File: src/rtl/fetch_pkg.sv
// rtl/fetch_pkg.sv - shared widths, terminator encoding and fetch FSM states
package fetch_pkg;
  localparam int XLEN = 64;
  localparam int ILEN = 32;
  localparam logic [ILEN-1:0] INSTR_SELF_LOOP = 32'h0000_0063;

  typedef enum logic [1:0] {IDLE, RUN, PARK} fetch_state_t;

  typedef struct packed {
    logic [XLEN-1:0] pc;
    logic [ILEN-1:0] instr;
  } fetch_entry_t;
endpackage

File: src/rtl/fetch_fifo.sv
// rtl/fetch_fifo.sv - DEPTH-entry synchronous FIFO of {pc, instr} fetch entries
module fetch_fifo
  import fetch_pkg::*;
#(
  parameter int DEPTH = 2
) (
  input  logic                   clk,
  input  logic                   rstn,
  input  logic                   push,
  input  logic                   pop,
  input  logic                   flush,
  input  fetch_entry_t           din,
  output logic [$clog2(DEPTH):0] count,
  output logic                   empty,
  output fetch_entry_t           head
);
  localparam int AW = $clog2(DEPTH);
  localparam int CW = AW + 1;

  fetch_entry_t    mem [DEPTH];
  logic [AW-1:0]   wr_ptr;
  logic [AW-1:0]   rd_ptr;

  // Pointers wrap naturally because DEPTH is a power of two.
  always_ff @(posedge clk or negedge rstn) begin
    if (!rstn) begin
      wr_ptr <= '0;
      rd_ptr <= '0;
      count  <= '0;
    end else if (flush) begin
      wr_ptr <= '0;
      rd_ptr <= '0;
      count  <= '0;
    end else begin
      if (push) wr_ptr <= wr_ptr + 1'b1;
      if (pop)  rd_ptr <= rd_ptr + 1'b1;
      count <= count + CW'(push) - CW'(pop);
    end
  end

  always_ff @(posedge clk) begin
    if (push && !flush) mem[wr_ptr] <= din;
  end

  assign head  = mem[rd_ptr];
  assign empty = (count == '0);
endmodule

File: src/rtl/instr_fetch.sv
// rtl/instr_fetch.sv - instruction fetch unit: PC register, fetch FSM and enqueue into the fetch FIFO
module instr_fetch
  import fetch_pkg::*;
#(
  parameter logic [XLEN-1:0] RESET_PC = 64'h0,
  parameter int              DEPTH    = 2
) (
  input  logic            clk,
  input  logic            rstn,
  input  logic            fetch_en,
  output logic [XLEN-1:0] imem_pc,
  input  logic [ILEN-1:0] imem_instr,
  input  logic            redirect_valid,
  input  logic [XLEN-1:0] redirect_pc,
  output logic            out_valid,
  input  logic            out_ready,
  output logic [XLEN-1:0] out_pc,
  output logic [ILEN-1:0] out_instr,
  output logic            parked
);
  localparam int CW = $clog2(DEPTH) + 1;

  fetch_state_t    state_q, state_d;
  logic [XLEN-1:0] pc_q, pc_d;
  logic [CW-1:0]   count;
  logic            empty;
  logic            space;
  logic            enq;
  logic            deq;
  fetch_entry_t    head;
  fetch_entry_t    tail;
  logic            unused_redirect_lsbs;

  assign unused_redirect_lsbs = ^redirect_pc[1:0];

  assign out_valid = !empty;
  assign deq       = out_valid && out_ready;
  // A full FIFO still accepts a new entry when the head leaves this cycle.
  assign space     = (count < CW'(DEPTH)) || deq;
  assign enq       = (state_q == RUN) && fetch_en && !redirect_valid && space;
  assign tail      = '{pc: pc_q, instr: imem_instr};

  always_comb begin
    state_d = state_q;
    pc_d    = pc_q;
    if (redirect_valid) begin
      pc_d    = {redirect_pc[XLEN-1:2], 2'b00};
      state_d = fetch_en ? RUN : IDLE;
    end else begin
      case (state_q)
        IDLE:    if (fetch_en) state_d = RUN;
        RUN: begin
          if (!fetch_en)                                   state_d = IDLE;
          else if (enq && imem_instr == INSTR_SELF_LOOP)   state_d = PARK;
        end
        PARK:    state_d = PARK;
        default: state_d = IDLE;
      endcase
      if (enq) pc_d = pc_q + XLEN'(4);
    end
  end

  always_ff @(posedge clk or negedge rstn) begin
    if (!rstn) begin
      state_q <= IDLE;
      pc_q    <= RESET_PC;
    end else begin
      state_q <= state_d;
      pc_q    <= pc_d;
    end
  end

  fetch_fifo #(.DEPTH(DEPTH)) u_fifo (
    .clk   (clk),
    .rstn  (rstn),
    .push  (enq),
    .pop   (deq),
    .flush (redirect_valid),
    .din   (tail),
    .count (count),
    .empty (empty),
    .head  (head)
  );

  assign imem_pc   = pc_q;
  assign out_pc    = head.pc;
  assign out_instr = head.instr;
  assign parked    = (state_q == PARK);
endmodule

File: config.mk
export PLATFORM = sky130hd
export DESIGN_NAME = instr_fetch
export DESIGN_NICKNAME = d
export VERILOG_FILES = /design/src/rtl/fetch_pkg.sv /design/src/rtl/fetch_fifo.sv /design/src/rtl/instr_fetch.sv
export SDC_FILE = /design/constraint.sdc
export NUM_CORES = 1
export LEC_CHECK = 0
export CORE_UTILIZATION = 40
export DETAILED_ROUTE_END_ITERATION = 10
export GPL_TIMING_DRIVEN = 0
export PLACE_DENSITY = 0.69
export SYNTH_ARGS = -nofsm -noshare
export SYNTH_HDL_FRONTEND = slang
export SYNTH_SLANG_ARGS = --single-unit
File: constraint.sdc
create_clock -name clk -period 5.8 [get_ports clk]
set_clock_uncertainty 0.15 [all_clocks]
set_input_delay 1.16 -clock clk [delete_from_list [all_inputs] [get_ports clk]]
set_output_delay 1.16 -clock clk [all_outputs]
set_load 0.005 [all_outputs]
==> flow_summary.ini <==
[worst_setup_path]
crit_type = reg -> out
worstRegToRegCells = 7
cp.arrival_ns = 3.40
cp.required_ns = 4.49
cp_max_fo = 10
start_kind = flip-flop
critPathLaunch = u_fifo.rd_ptr
end_kind = primary output
r2r_start = state_q[1]

[yosys]
ys_seq_elements = 256
synth_edf_count = 188
syn_inst = 791
yosys.area.top_type = edfxtp_1
yosysTopAreaCellShare_pct = 51.3
avgSynthCellArea_um2 = 13.9
synth.most_common_cell = edfxtp_1
yosysSeqAreaShare_pct = 66.7
yosys-top-cells-area = edfxtp_1, dfrtp_1, mux2_2
synth_cell_types = 48
netlist_area_um2 = 11000
ys_async_sr_fraction_pct = 26.6
synth_common_cells = edfxtp_1, mux2_2, nand2_1, dfrtp_1, nand3_1
synthFlopType = edfxtp_1
synth_warnings = 0

[clocking]
cts.hold.buffers_added = 0
cts.sinks = 256
clk_latency_ns = 0.54
postCtsSetupBuffers = 0
cts_root_buf = clkbuf_16
htree_levels = 1
clockBufferDepth = 3
clkTransAtPathRegs_ns = 0.06
cts_tree = built
cts_resized = 0
cts_made_buffers = 29

[sta]
finalHoldViolations = 0
worstMarginPinSlew_ns = 0.960
maxSlewHeadroom_pct = 36.0
clock.fmax_ghz = 0.212
rsz0062_at_grt = no
setup_violations = 0
fin_crit_ns = 4.71
finalCritPeriodShare_pct = 81.2
fin_hold_ws_ns = 0.303
slew_violations = 0

[finish]
syn2layout_area_growth_pct = 36.8
fin_cells = 1454
seq_area_um2 = 7350
fill_cells = 2252
post-route-util_pct = 55.9
fin_nets = 1190
multiInputGateArea_um2 = 3490
fin_area_um2 = 15100
drive_gt1_share_pct = 15.9

[placed_design]
portBuffers = 255
dpl.hpwl_mm = 22.2
gp_congestion = 0.876
dp_cells = 1396
placed_cell_area_um2 = 14200

[pwr]
power_leakage_nw = 5.28
ir_drop_v = 0.000248
p_per_area_nw_per_um2 = 321

[global_routing]
grt_overflow = 0
grt_start_max_net_pins = 62
grt_pass1_wl_mm = 46.9
track_usage_pct = 21.8
first_global_vias = 7924
antenna_found_initial = 6

[drt]
vias_per_cell = 5.44
wire_per_inst_um = 21.5
drc = 0
drt_iter0_markers = 552
drtAntennaViolNets = 0
vias = 7911
dr.pass1.iters = 5
wl_mm = 31.2

[die]
dieArea_um2 = 28200
rows = 60
fp.dieH_um = 168
core_area_um2 = 27000
start_util_pct = 40.8
io-pin-count = 263
dieWidth_um = 168

[job]
drv_cap = 0

[min_path]
hold_class = in -> async

[run_status]
status = completed
## report_power, final
part,internal [mW],switching [mW],leakage (nW)
clock network,0.975,0.735,0.438
logic,0.555,0.373,2.31
registers,2.08,0.109,2.54
total,3.61,1.22,5.28
## path summary, 6_finish.rpt
| path | endpoint | slack [ns] |
|---|---|---|
| worst max-delay path | out_pc[13] | 1.09 |
| worst min-delay path | imem_pc[39] | 0.30 |
| worst max register to register | u_fifo.mem[1][41] | 2.41 |
| worst min register to register | u_fifo.mem[1][95] | 0.39 |
| max in group asynchronous | u_fifo.wr_ptr | 4.65 |
| min in group clk | u_fifo.mem[1][95] | 0.39 |
## metrics by stage
| stage | setup WS, ns | power (mW) | TNS, ns |
|---|---|---|---|
| 2_1_floorplan | 0.816 | 2.59 | 0 |
| 3_3_place_gp | -1.66 | 3.14 | -296.46 |
| 3_5_place_dp | 1.22 | 3.16 | 0 |
| 4_1_cts | 1.02 | 4.87 | 0 |
| 5_1_grt | 0.925 | 5.01 | 0 |
| 6_report | 1.09 | 4.83 | 0 |
## placed cells by master (no fill, tap or decap), types with 3 or more instances in the layout
cell and n:
xor2_1 20, clkbuf_1 26, clkdlybuf4s50_1 254, buf_1 6
inv_1 10, clkinv_1 4, nand3_1 39, buf_4 6
o21ai_0 36, nand2_1 90, diode_2 4, ha_1 3
nand4_1 26, or4_4 3, a22oi_1 4, nor2_1 29
buf_16 4, clkinv_2 10, clkbuf_16 29, mux2_2 98
o211ai_1 18, and4_1 8, or2_2 3, a21oi_1 3
or4_1 4, clkinvlp_4 3, edfxtp_1 188, nor2b_1 6
xnor2_1 10, or3_1 7, nor3_1 11, nor4_1 9
o311ai_0 15, and3_1 11, nor4_4 4, conb_1 4
dfrtp_1 68, a31o_2 3, and2_1 8
## flip-flops by register name (all words and copies together), names as in the netlist
| register | count |
|---|---|
| imem_pc | 62 |
| state_q | 2 |
| u_fifo.count | 2 |
| u_fifo.mem | 188 |
| u_fifo.rd_ptr | 1 |
| u_fifo.wr_ptr | 1 |
## worst max-delay path, stage by stage, from the launching register on
cell and delay [ns]:
dfrtp_1 0.32, clkbuf_1 0.31, buf_1 0.77, clkbuf_1 0.56, mux2_2 0.41, clkdlybuf4s50_1 0.48
## per-layer routing
layer / wire length, um / share of wire [%] / vias up / GRT usage, %
met2: 14800 / 47 / 348 / 36.4
met3: 2820 / 9.0 / 50 / 6.18
li1: - / - / 3608 / -
met1: 12900 / 41 / 3903 / 27.8
met4: 737 / 2.4 / 2 / 6.10
met5: 12 / 0.038 / - / 0
## cell type report
cell class                      instances  share of cell area, %
Clock inverter                         20                  0.898
Sequential cell                       256                   48.8
Antenna cell                            4                 0.0665
Multi-Input combinational cell        493                   23.2
Tap cell                              341                   2.83
Timing Repair Buffer                  261                   17.9
Inverter                               10                  0.249
Buffer                                 35                   1.06
Clock buffer                           34                   5.01
## cells by family (layout without fill, tap and decap cells)
logic type / after synthesis / in the layout / share of synthesized area (%)
simple gates: 269 / 269 / 13.2
flops: 256 / 256 / 66.7
mux: 100 / 100 / 10.2
compound gates: 87 / 87 / 5.26
buf+inv: 45 / 360 / 1.78
xor+xnor: 30 / 30 / 2.39
fa+ha+maj: 3 / 3 / 0.341
other cells: 1 / 8 / 0.0341
Power figures use the tool's default switching activity.
